$ cat src/rtl/serdes_trigger_word_receiver_pkg.sv
// Shared definitions for the serialized trigger-word receiver.
//   - Token byte values carried on the 8-bit link.
//   - 2-bit token id type and id constants.
//   - Receiver state enum and the debug struct that exposes it.
//   - A symbol classifier used by the aligner.
package serdes_trigger_word_receiver_pkg;

  localparam logic [7:0] TOKEN_F0 = 8'hF0;
  localparam logic [7:0] TOKEN_81 = 8'h81;
  localparam logic [7:0] TOKEN_88 = 8'h88;
  localparam logic [7:0] TOKEN_AA = 8'hAA;
  localparam logic [7:0] IDLE     = 8'h00;

  typedef logic [1:0] token_id_t;

  localparam token_id_t TID_F0 = 2'd0;
  localparam token_id_t TID_81 = 2'd1;
  localparam token_id_t TID_88 = 2'd2;
  localparam token_id_t TID_AA = 2'd3;

  typedef enum logic {
    HUNT   = 1'b0,
    LOCKED = 1'b1
  } rx_state_t;

  // Classification of one byte at the selected offset.
  // Exactly one of valid / idle / bad is set.
  typedef struct packed {
    logic      valid;
    token_id_t id;
    logic      idle;
    logic      bad;
  } symbol_t;

  // Observation bundle for checkers: FSM state, the byte being decoded
  // at the current offset and whether it is idle.
  typedef struct packed {
    rx_state_t  state;
    logic [7:0] window;
    logic       idle;
  } debug_t;

  function automatic symbol_t decode_symbol(input logic [7:0] s);
    symbol_t r;
    r = '0;
    case (s)
      TOKEN_F0: begin r.valid = 1'b1; r.id = TID_F0; end
      TOKEN_81: begin r.valid = 1'b1; r.id = TID_81; end
      TOKEN_88: begin r.valid = 1'b1; r.id = TID_88; end
      TOKEN_AA: begin r.valid = 1'b1; r.id = TID_AA; end
      IDLE:     r.idle = 1'b1;
      default:  r.bad  = 1'b1;
    endcase
    return r;
  endfunction

endpackage

$ cat src/rtl/serdes_trigger_word_receiver_aligner.sv
// trigger_word_aligner: combinational bit-offset window extractor.
// Ports:
//   d2, d1      in  8   older / newer deserialized words (bit 7 earliest)
//   bit_offset  in  3   offset whose window is decoded
//   windows     out 8x8 windows[k] = bits [15:8] of ({d2,d1} << k)
//   f0_match    out 8   f0_match[k] set when windows[k] == F0
//   sel         out     classification of windows[bit_offset]
module trigger_word_aligner
  import serdes_trigger_word_receiver_pkg::*;
(
  input  logic [7:0]      d2,
  input  logic [7:0]      d1,
  input  logic [2:0]      bit_offset,
  output logic [7:0][7:0] windows,
  output logic [7:0]      f0_match,
  output symbol_t         sel
);

  always_comb begin
    windows  = '0;
    f0_match = '0;
    for (int k = 0; k < 8; k++) begin
      // Offset k means the word boundary starts k bits into d2.
      windows[k]  = 8'(({d2, d1} << k) >> 8);
      f0_match[k] = (windows[k] == TOKEN_F0);
    end
  end

  assign sel = decode_symbol(windows[bit_offset]);

endmodule

$ cat src/rtl/serdes_trigger_word_receiver.sv
// serdes_trigger_word_receiver: finds the word alignment of the 8-bit
// trigger-word link and decodes tokens into trigger/sync pulses.
// Ports:
//   clock           in   fabric word clock (deserializer CLKDIV)
//   reset           in   asynchronous, active-low
//   word_in         in   WIDTH deserialized word, bit 7 earliest
//   locked          out  alignment acquired
//   bit_offset      out  3  locked bit offset (held across loss of lock)
//   trigger         out  one-cycle pulse per decoded token
//   token           out  2  id of last decoded token (F0=0,81=1,88=2,AA=3)
//   sync            out  one-cycle pulse with trigger when token is F0
//   sequence_error  out  one-cycle pulse, token differed from expected id
//   symbol_error    out  one-cycle pulse, nonzero non-token while locked
//   error_count     out  COUNTER_WIDTH saturating error count
//   debug           out  FSM state and current decode window
// All outputs are registered; a token whose first word is captured at
// edge n is reported after edge n+2 regardless of offset.
module serdes_trigger_word_receiver
  import serdes_trigger_word_receiver_pkg::*;
#(
  parameter int WIDTH         = 8,   // only 8 is supported
  parameter int ERROR_LIMIT   = 4,
  parameter int COUNTER_WIDTH = 16
) (
  input  logic                     clock,
  input  logic                     reset,
  input  logic [WIDTH-1:0]         word_in,
  output logic                     locked,
  output logic [2:0]               bit_offset,
  output logic                     trigger,
  output token_id_t                token,
  output logic                     sync,
  output logic                     sequence_error,
  output logic                     symbol_error,
  output logic [COUNTER_WIDTH-1:0] error_count,
  output debug_t                   debug
);

  localparam int BAD_W = (ERROR_LIMIT < 2) ? 1 : $clog2(ERROR_LIMIT + 1);

  logic [WIDTH-1:0] d1, d2;
  rx_state_t        state, state_n;
  token_id_t        expected, expected_n;
  logic [BAD_W-1:0] bad_run, bad_n;
  logic [2:0]       offset_n;
  logic             trigger_n, sync_n, seq_n, sym_n;
  token_id_t        token_n;

  logic [7:0][7:0]  windows;
  logic [7:0]       f0_match;
  symbol_t          sel;

  logic             lock_found;
  logic [2:0]       lock_k;

  trigger_word_aligner u_aligner (
    .d2         (d2),
    .d1         (d1),
    .bit_offset (bit_offset),
    .windows    (windows),
    .f0_match   (f0_match),
    .sel        (sel)
  );

  // Lowest matching offset wins: scan downward so k=0 is assigned last.
  always_comb begin
    lock_found = 1'b0;
    lock_k     = '0;
    for (int k = 7; k >= 0; k--) begin
      if (f0_match[k]) begin
        lock_found = 1'b1;
        lock_k     = 3'(k);
      end
    end
  end

  always_comb begin
    state_n    = state;
    offset_n   = bit_offset;
    expected_n = expected;
    bad_n      = bad_run;
    trigger_n  = 1'b0;
    token_n    = token;
    sync_n     = 1'b0;
    seq_n      = 1'b0;
    sym_n      = 1'b0;
    unique case (state)
      HUNT: begin
        if (lock_found) begin
          state_n    = LOCKED;
          offset_n   = lock_k;
          trigger_n  = 1'b1;
          token_n    = TID_F0;
          sync_n     = 1'b1;
          expected_n = TID_81;
          bad_n      = '0;
        end
      end
      LOCKED: begin
        if (sel.valid) begin
          trigger_n  = 1'b1;
          token_n    = sel.id;
          sync_n     = (sel.id == TID_F0);
          seq_n      = (sel.id != expected);
          // Always resynchronise to what was actually received.
          expected_n = sel.id + 2'd1;
          bad_n      = '0;
        end else if (sel.bad) begin
          sym_n = 1'b1;
          if (bad_run == BAD_W'(ERROR_LIMIT - 1)) begin
            state_n = HUNT;
            bad_n   = '0;
          end else begin
            bad_n = bad_run + BAD_W'(1);
          end
        end
      end
      default: state_n = HUNT;
    endcase
  end

  always_ff @(posedge clock or negedge reset) begin
    if (!reset) begin
      d1             <= '0;
      d2             <= '0;
      state          <= HUNT;
      locked         <= 1'b0;
      bit_offset     <= '0;
      expected       <= TID_F0;
      bad_run        <= '0;
      trigger        <= 1'b0;
      token          <= TID_F0;
      sync           <= 1'b0;
      sequence_error <= 1'b0;
      symbol_error   <= 1'b0;
      error_count    <= '0;
    end else begin
      d1             <= word_in;
      d2             <= d1;
      state          <= state_n;
      locked         <= (state_n == LOCKED);
      bit_offset     <= offset_n;
      expected       <= expected_n;
      bad_run        <= bad_n;
      trigger        <= trigger_n;
      token          <= token_n;
      sync           <= sync_n;
      sequence_error <= seq_n;
      symbol_error   <= sym_n;
      if ((seq_n || sym_n) && (error_count != '1)) begin
        error_count <= error_count + COUNTER_WIDTH'(1);
      end
    end
  end

  assign debug.state  = state;
  assign debug.window = windows[bit_offset];
  assign debug.idle   = sel.idle;

endmodule

$ cat config.mk
export PLATFORM = sky130hd
export DESIGN_NAME = serdes_trigger_word_receiver
export DESIGN_NICKNAME = d
export VERILOG_FILES = /design/src/rtl/serdes_trigger_word_receiver_pkg.sv /design/src/rtl/serdes_trigger_word_receiver_aligner.sv /design/src/rtl/serdes_trigger_word_receiver.sv
export SDC_FILE = /design/constraint.sdc
export NUM_CORES = 1
export LEC_CHECK = 0
export ABC_AREA = 1
export CORE_MARGIN = 2
export CORE_UTILIZATION = 55
export CTS_BUF_LIST = sky130_fd_sc_hd__clkbuf_4
export CTS_CLUSTER_DIAMETER = 40
export DETAILED_ROUTE_END_ITERATION = 7
export PLACE_DENSITY = 0.82
export SKIP_LAST_GASP = 1
export SLEW_MARGIN = 25
export SYNTH_ARGS = -nofsm -noshare
export SYNTH_HDL_FRONTEND = slang
export SYNTH_SLANG_ARGS = --single-unit
$ cat constraint.sdc
create_clock -name clock -period 2.7 [get_ports clock]
set_input_delay 0.405 -clock clock [delete_from_list [all_inputs] [get_ports clock]]
set_output_delay 0.405 -clock clock [all_outputs]
set_load 0.005 [all_outputs]
; Word level (Yosys, flattened, before mapping)
; Index checks and enable logic that the tools add are counted.
[totals]
reg_bits = 47
wordCells = 88
output_inout_bits = 36
mem_count = 0
inputBits = 10
ram_bits = 0
latchBits = 0
romBits = 0
[classes]
magnitude_cmp = 1
n_eq_ne = 18
shifts = 0
div = 0
mux = 45
n_reduce_logical = 8
mul = 0
n_bitwise = 1
add_sub_neg = 3
[ops]
columns = cell, n
row1 = $eq 8x8->1 const B, 12
row2 = $mux 3, 12
row3 = $bmux 8 s3, 1
row4 = $mux 1, 20
row5 = $add 16x1->16 const B, 1
row6 = $ne 16x16->1 const B, 1
row7 = $pmux 3 s4, 1
row8 = $logic_not 8->1, 1
row9 = $mux 2, 4
row10 = $mux 8, 1
row11 = $pmux 2 s2, 2
row12 = $pmux 1 s2, 3
row13 = $pmux 3 s2, 1
row14 = $reduce_and 2->1, 3
row15 = $reduce_or 5->1, 1
row16 = $lt 3x4->1 const B, 1
row17 = $add 3x1->3 const B, 1
row18 = $eq 3x2->1 const B, 1
row19 = $ne 3x2->1 const B, 1
row20 = $add 2x1->2 const B, 1
row21 = $logic_not 2->1, 1
row22 = $ne 2x1->1 const B, 1
row23 = $ne 2x2->1, 1
row24 = $ne 2x2->1 const B, 1
row25 = other kinds (3), 3

; Longest topological paths before layout
; Gate-level depths: netlist (run 1).
[depth]
depth_word = 11
depth_mapped = 22
mapped_depth_nobuf = 20

; Hierarchy
; From an unflattened synthesis (run 1), not the netlist that was laid out.
[hier_totals]
hier_cells = 634
area_unflattened_um2 = 4075.2
[modules_own_cells]
columns = module, n_inst, area_per_inst_um2, cells_each, seq_area_each_um2
row1 = serdes_trigger_word_receiver, 1, 2785.2, 400, 1176.1
row2 = trigger_word_aligner, 1, 1290.0, 234, 0.0

; Worst setup path before layout (run 1)
; OpenSTA, ideal clock, no wires.
[synth_path]
kind = reg-to-reg
from = register bit_offset[0]
to = register error_count[7]
slack_ns = 0.595
t_arrival_ns = 1.989
stages_incl_launch_ff = 21
period_less_slack_ns = 2.105
setup_time_ns = 0.117
required_time_ns = 2.583
n_path_buf = 2
path_cell_list = dfrtp_1 > inv_2 > buf_6 > nand2_1 > nand3_1 > nand3_1 > nand2_2 > nand2_2 > nor2_2 > nand2_2 > nand2_2 > nand2_1 > nand2_1 > inv_1 > nand2_2 > nand2_2 > nand2_4 > nand2_4 > buf_6 > nand2_1 > nand2_1
[synth_rtl]
columns = element, line_no
row1 = from (decl), serdes_trigger_word_receiver.sv:29  ; output logic [2:0] bit_offset,
row2 = from (signal assigned), serdes_trigger_word_receiver.sv:142  ; bit_offset <= offset_n;
row3 = to (signal assigned), serdes_trigger_word_receiver.sv:151  ; error_count <= error_count + COUNTER_WIDTH'(1);
row4 = to (decl), serdes_trigger_word_receiver.sv:35  ; output logic [COUNTER_WIDTH-1:0] error_count,

==> run metrics, run 1 <==
Pre-antenna DRT Iters=5; pre-CTS setup slack=0.221 ns; Clock Sinks=47; unrepaired setup endpoints after global routing=false; power per cell area=623 mW/mm2; cell count after synthesis=382; wire per inst=12.4 um; CTS Root Cell=clkbuf_4; Worst Clk Skew=0.00521 ns; net total in the final layout=449; row cnt=25; first-pass GRT wire length=10700 um; post-synthesis simple-gate area fraction=41.2%; max-cap violation count=0; Avg Cell Area, Syn=7.22 um2; vias in the first global route=2439; Initial Util=57.6%; Clk pwr share=15.8%; critical path arrival=2.11 ns; final worst slack=0.182 ns; Leakage=1.74 nW; part of the Yosys area used for sequential elements=42.6%; multiplexer share of the synthesized area=0%; Switch Pwr=811 uW; Placement Cell Area=0.00328 mm2; Final Hold Fails=0; max_slew headroom=53.7%; CTS tree=built; Hold Crit Class=in -> async; CP startpoint kind=flop; most common cell after layout, fill and taps aside=nand2_1; Flop pwr share=41.6%; Remaining Overflow, GRT=0; Max Transition Viols Final=0; combinational share of power=42.6%; hpwl dp=4630 um; Via-to-Cell Ratio=5.31; Switching Fraction=38.3%; CP Class=reg -> out; Final Cycle Share=93.3%; antenna violations before repair=0; setup_tns=0 ns; clock buffer depth=2; post-route design area=0.00340 mm2; Synthesis Warnings=0; Synth Area in Adders=1.36%; main combinational cell family by area after synthesis=simple AND/OR/NAND/NOR gates; Int Power=1.31 mW; CTS buffer count=5; Worst Path Required=2.30 ns; Synth-to-Final Area Change=23.2%; CTS Hold Buffers Added=0; post-synthesis register bit count=47; reg2reg setup slack=0.35 ns; core box area=0.00479 mm2; most frequent cells in the layout=nand2_1 (137), nand3_1 (59), dfrtp_1 (46); FMAX=397 MHz; total number of vias=2674; Die Y=74.8 um; total power draw=2.12 mW; worst-skew pair later-pin latency=0.36 ns; slew of the pin with the lowest slew margin=0.694 ns; fin crit period=2.52 ns; die outline area=0.00560 mm2; CP max FO=8; XOR/XNOR share of the synthesized area=4.13%; largest net degree at the start of global routing=33; Worst VDD drop=0.363 mV; GPL Wtd Cong=0.949; synthesized area=0.00276 mm2; I/O pins=46; DRC violations left=0; run status=finished, final reports clean; Yosys cell types=29; layout cells sized above 1=10.5%; Post-Syn Nets=395; Compound-Gate Fraction of Synth Area=3.04%; Routed WL=6270 um; H-tree depth=2; Crit. End Element=output port; Die Width=74.8 um; GR Util All Layers=24.7%; Worst Reg-to-Reg Cells=18; Buffers on Ports=45; clock slew at reported path FFs=0.13 ns; Finish-stage setup viols=0; final antenna-violating net count=0; 1st-iter DRT viols=223; Inserted Diodes=0
## cell usage after synthesis
library cell  number  area [um2]
nand2_1          140         526
nand3_1           61         305
dfrtp_1           47        1180
inv_1             35         131
nor2_1            20        75.1
nor3_1            10        50.1
nand2_2            7        43.8
o21ai_0            7        35.0
xor2_1             7        61.3
nand4_1            6        37.5
xnor2_1            6        52.6
a21oi_1            5        25.0
buf_2              3        15.0
buf_4              3        22.5
ha_1               3        37.5
inv_2              3        11.3
nor2_4             3        33.8
buf_6              2        22.5
clkbuf_1           2        7.51
nand2_4            2        22.5
o21ai_1            2        10.0
a21boi_0           1        7.51
nand3_2            1        10.0
nand3b_1           1        7.51
nor2_2             1        6.26
nor3b_1            1        7.51
nor4_1             1        6.26
o22ai_1            1        6.26
or2_2              1        6.26
## through the flow
stage | hold WS [ns] | utilization [%] | instances
after global placement | 0.333 | 68.5 | 492
after detailed placement | 0.338 | 68.5 | 492
final | 0.0647 | 71.0 | 504
after global routing | 0.0934 | 71.0 | 504
after floorplan | 0.109 | - | 382
after CTS | 0.0718 | 71.0 | 504
## timing repair
item	in CTS	in global routing
endpoints found under the setup margin	1	0
setup buffers	3	0
resized for setup	12	0
## cells by family (layout without fill, tap and decap cells)
logic type	Yosys count	after routing
adder cells (fa/ha/maj)	3	3
AND/OR/NAND/NOR	255	255
XOR/XNOR	13	13
flip-flops	47	47
buffers and inverters	48	103
AO/OA/AOI/OAI	16	16
## critical path, cell delays in order (launching register included)
cell and delay (ns):
dfrtp_1 0.46, buf_6 0.16, nand2_1 0.10, nand3_2 0.11
nand2_1 0.10, nand2_1 0.06, nand2_1 0.09, nand2_2 0.08
nor3_2 0.15, nand2_1 0.11, inv_1 0.09, dlygate4sd2_1 0.24
## power groups by stage
| stage | registers [mW] | clock network [mW] | logic [mW] |
|---|---|---|---|
| 2_1_floorplan | 0.886 | 0 | 0.549 |
| 3_3_place_gp | 0.889 | 0 | 0.868 |
| 3_5_place_dp | 0.894 | 0 | 0.883 |
| 4_1_cts | 0.879 | 0.351 | 0.900 |
| 5_1_grt | 0.897 | 0.380 | 1.02 |
| 6_report | 0.881 | 0.335 | 0.901 |
## registers in the layout (all words and copies together) (netlist names), 2 cells and up
register / cells
expected: 2
d2: 8
error_count: 16
bit_offset: 3
bad_run: 3
d1: 8
token: 2
## layer usage
metal / global-route usage (%) / share of wire (%) / routed length, um / up-vias
met5: 0 / 0 / 0 / -
met4: 9.33 / 2.1 / 132 / 0
met3: 3.48 / 6.4 / 401 / 14
met2: 39.4 / 46 / 2880 / 119
met1: 34.3 / 46 / 2860 / 1207
li1: - / - / - / 1334
## final timing paths
| kind | from | end |
|---|---|---|
| min in group clock | d1[0]$_DFF_PN0_ | d2[0]$_DFF_PN0_ |
| worst min-delay path | reset | d2[4]$_DFF_PN0_ |
| max in group asynchronous | reset | error_count[2]$_DFFE_PN0P_ |
| worst max-delay path | bit_offset[0]$_DFFE_PN0P_ | debug[0] |
| worst min register to register | d1[0]$_DFF_PN0_ | d2[0]$_DFF_PN0_ |
| worst max register to register | bit_offset[0]$_DFFE_PN0P_ | error_count[0]$_DFFE_PN0P_ |
## area by class of cell
class                      count  area, um2
tap                           67       83.8
inverter                      38        148
timing repair buffer          57        538
sequential                    47       1180
fill                         403       1390
clock buffer                   6       45.0
multi-input combinational    287       1400
clock inverter                 2       12.5
Note: power is estimated with default switching activity, not from simulation.
==> run 2: changes to the inputs <==
PLACE_DENSITY = 0.88   (was 0.82)
==> run 2 against run 1 <==
Effect of this change:
- routed wire length is 7.7% higher
- clock skew is 0.0080 ns higher
- die area stayed put
- first-iteration DRC count is 0.90% higher
- clock power is 24% higher
- utilization is 0.91 points higher
- critical path depth is 2 lower
- global-route usage is 1.7 points higher
- non-clock buffer count is 1 lower
==> run metrics, run 2 (synthesis gave the netlist of run 1 again) <==
row cnt=25 (unchanged); H-tree depth=2 (unchanged); run status=finished, final reports clean; most common cell after layout, fill and taps aside=nand2_1; Die Y=74.8 um (unchanged); unrepaired setup endpoints after global routing=false; Hold Crit Class=in -> async; Switching Fraction=36.9% (-1.4 points); CTS Root Cell=clkbuf_4; first-pass GRT wire length=11300 um (+5.3%); Int Power=1.42 mW (+9.0%); Worst Path Required=2.30 ns (about the same); worst-skew pair later-pin latency=0.36 ns (about the same); die outline area=0.00560 mm2 (unchanged); Buffers on Ports=45 (unchanged); met1 Usage GRT=36.2% (+1.8 points); CP max stage cell=clkdlybuf4s50_1; CP top delay family=buffers and inverters; net total in the final layout=448 (-0.22%); critical path arrival=2.02 ns (-0.09 ns); Worst Path Buf+Inv=4 (+1); GR Util All Layers=26.3% (+1.7 points); Finish-stage setup viols=0 (unchanged); I/O pins=46 (unchanged); Synth-to-Final Area Change=24.8%; Final Cycle Share=90.0% (-3.3 points); DRC violations left=0 (unchanged); Final Hold Fails=0 (unchanged); antenna violations before repair=0 (unchanged); FMAX=412 MHz (+3.6%); Pre-antenna DRT Iters=5 (unchanged); Crit. End Element=output port; Max Transition Viols Final=0 (unchanged); Top reg by flops=error_count; wire per inst=13.5 um (+8.2%); Initial Util=57.6% (unchanged); most frequent cells in the layout=nand2_1 (129), nand3_1 (59), dfrtp_1 (45); CTS buffer count=5 (unchanged); Clock Sinks=47 (unchanged); max-cap violation count=0 (unchanged); clock slew at reported path FFs=0.13 ns (about the same); max_slew headroom=60.7% (+7.0 points); total number of vias=2722 (+1.8%); CTS Hold Buffers Added=0 (unchanged); Flop pwr share=39.0% (-2.6 points); fin crit period=2.43 ns (-0.0884 ns); setup_tns=0 ns (unchanged); Largest regs=error_count (16), d1 (8), d2 (8); final antenna-violating net count=0 (unchanged); Routed WL=6760 um (+7.7%); CP max stage delay=0.49 ns (+0.03 ns); core box area=0.00479 mm2 (unchanged); slew of the pin with the lowest slew margin=0.589 ns (-0.105 ns); power per cell area=655 mW/mm2 (+5.2%); vias in the first global route=2539 (+4.1%); total power draw=2.26 mW (+6.6%); Die Width=74.8 um (unchanged); Via-to-Cell Ratio=5.42 (+2.2%); Switch Pwr=833 uW (+2.7%); Inserted Diodes=0 (unchanged); Clk pwr share=18.4% (+2.6 points); CTS tree=built; clock buffer depth=2 (unchanged); combinational share of power=42.6% (about the same); largest net degree at the start of global routing=48 (+45%); 1st-iter DRT viols=225 (+0.90%); CP max FO=15 (+7); Filler Cell Count=401 (-0.50%); met2 Use GR=42.8% (+3.4 points); Worst Clk Skew=0.0132 ns (+0.00800 ns); GRT met3 Usage=3.88% (+0.40 points); global route hottest layer=met2; Worst VDD drop=0.401 mV (+11%); layout cells sized above 1=12.9% (+2.3 points); Leakage=1.75 nW (+0.88%); CP Class=reg -> out; max reg flops=16 (unchanged); crit-path cells=inv_4 -> nand2_1 -> nand3_1 -> nand2_2 -> nand2_1 -> nand2_2 -> buf_4 -> inv_1 -> clkdlybuf4s50_1; CP startpoint kind=flop; Remaining Overflow, GRT=0 (unchanged); GPL Wtd Cong=0.865 (-8.8%); hpwl dp=4890 um (+5.6%)
-- run 2: changes by cell type in the layout (fill, tap and decap cells not counted), moves of 2 or more --
cell     delta
nand2_1     -8
nand2_2     +8
inv_1       -2
inv_2       +2
-- run 2: power groups by stage --
stage	clock network, mW	logic (mW)	registers (mW)
final	0.415	0.961	0.880
after detailed placement	0	0.902	0.891
after global routing	0.450	1.08	0.893
after floorplan	0	0.549	0.886
after CTS	0.425	0.933	0.878
after global placement	0	0.871	0.888
-- run 2: area by class of cell --
type                       instances  area [um2]  area share [%]
timing repair buffer              56         541            15.7
sequential                        47        1180            34.2
multi-input combinational        287        1420            41.2
clock inverter                     1        30.0           0.872
clock buffer                       6        45.0            1.31
tap                               67        83.8            2.43
inverter                          38         148            4.29
-- run 2: repair_timing --
| item | in CTS | in global routing |
|---|---|---|
| cloned | 1 | 0 |
| setup endpoints to repair | 1 | 1 |
| resized for setup | 18 | 7 |
| setup buffers | 3 | 3 |
| pin swaps | 5 | 2 |
-- run 2: final timing paths --
check / start / endpoint / slack (ns) / cells after the start
hold reg to reg: d1[0]$_DFF_PN0_ / d2[0]$_DFF_PN0_ / 0.38 / 0
setup / recovery: bit_offset[0]$_DFFE_PN0P_ / debug[5] / 0.27 / 9
hold / removal: reset / error_count[7]$_DFFE_PN0P_ / 0.04 / 1
max in group asynchronous: reset / bit_offset[1]$_DFFE_PN0P_ / 2.24 / 1
setup reg to reg: bit_offset[0]$_DFFE_PN0P_ / error_count[9]$_DFFE_PN0P_ / 0.27 / 20
min in group clock: d1[0]$_DFF_PN0_ / d2[0]$_DFF_PN0_ / 0.38 / 0
-- run 2: worst register-to-register path, delay by kind of cell (launching register included) --
kind                   cells  cell delay (ns)
and+or+nand+nor           17             1.54
DFF                        1             0.47
buffers and inverters      3             0.31
-- run 2: per-layer routing --
metal,wire length (um),vias to the layer above
li1,-,1318
met1,2850,1289
met2,3370,102
met3,427,13
met4,116,0
met5,0,-
-- run 2: metrics by stage --
stage / std cells / hold slack, ns / worst slack [ns] / utilization, % / cell area [um2]
finish: 502 / 0.0404 / 0.270 / 71.9 / 3440
floorplan: 382 / 0.109 / 0.595 / - / 2760
CTS: 499 / 0.244 / 0.00376 / 71.1 / 3400
detailed placement: 488 / 0.358 / 0.215 / 67.9 / 3250
global route: 502 / 0.0661 / 0.0411 / 71.9 / 3440
global placement: 488 / 0.333 / 0.317 / 67.9 / 3250
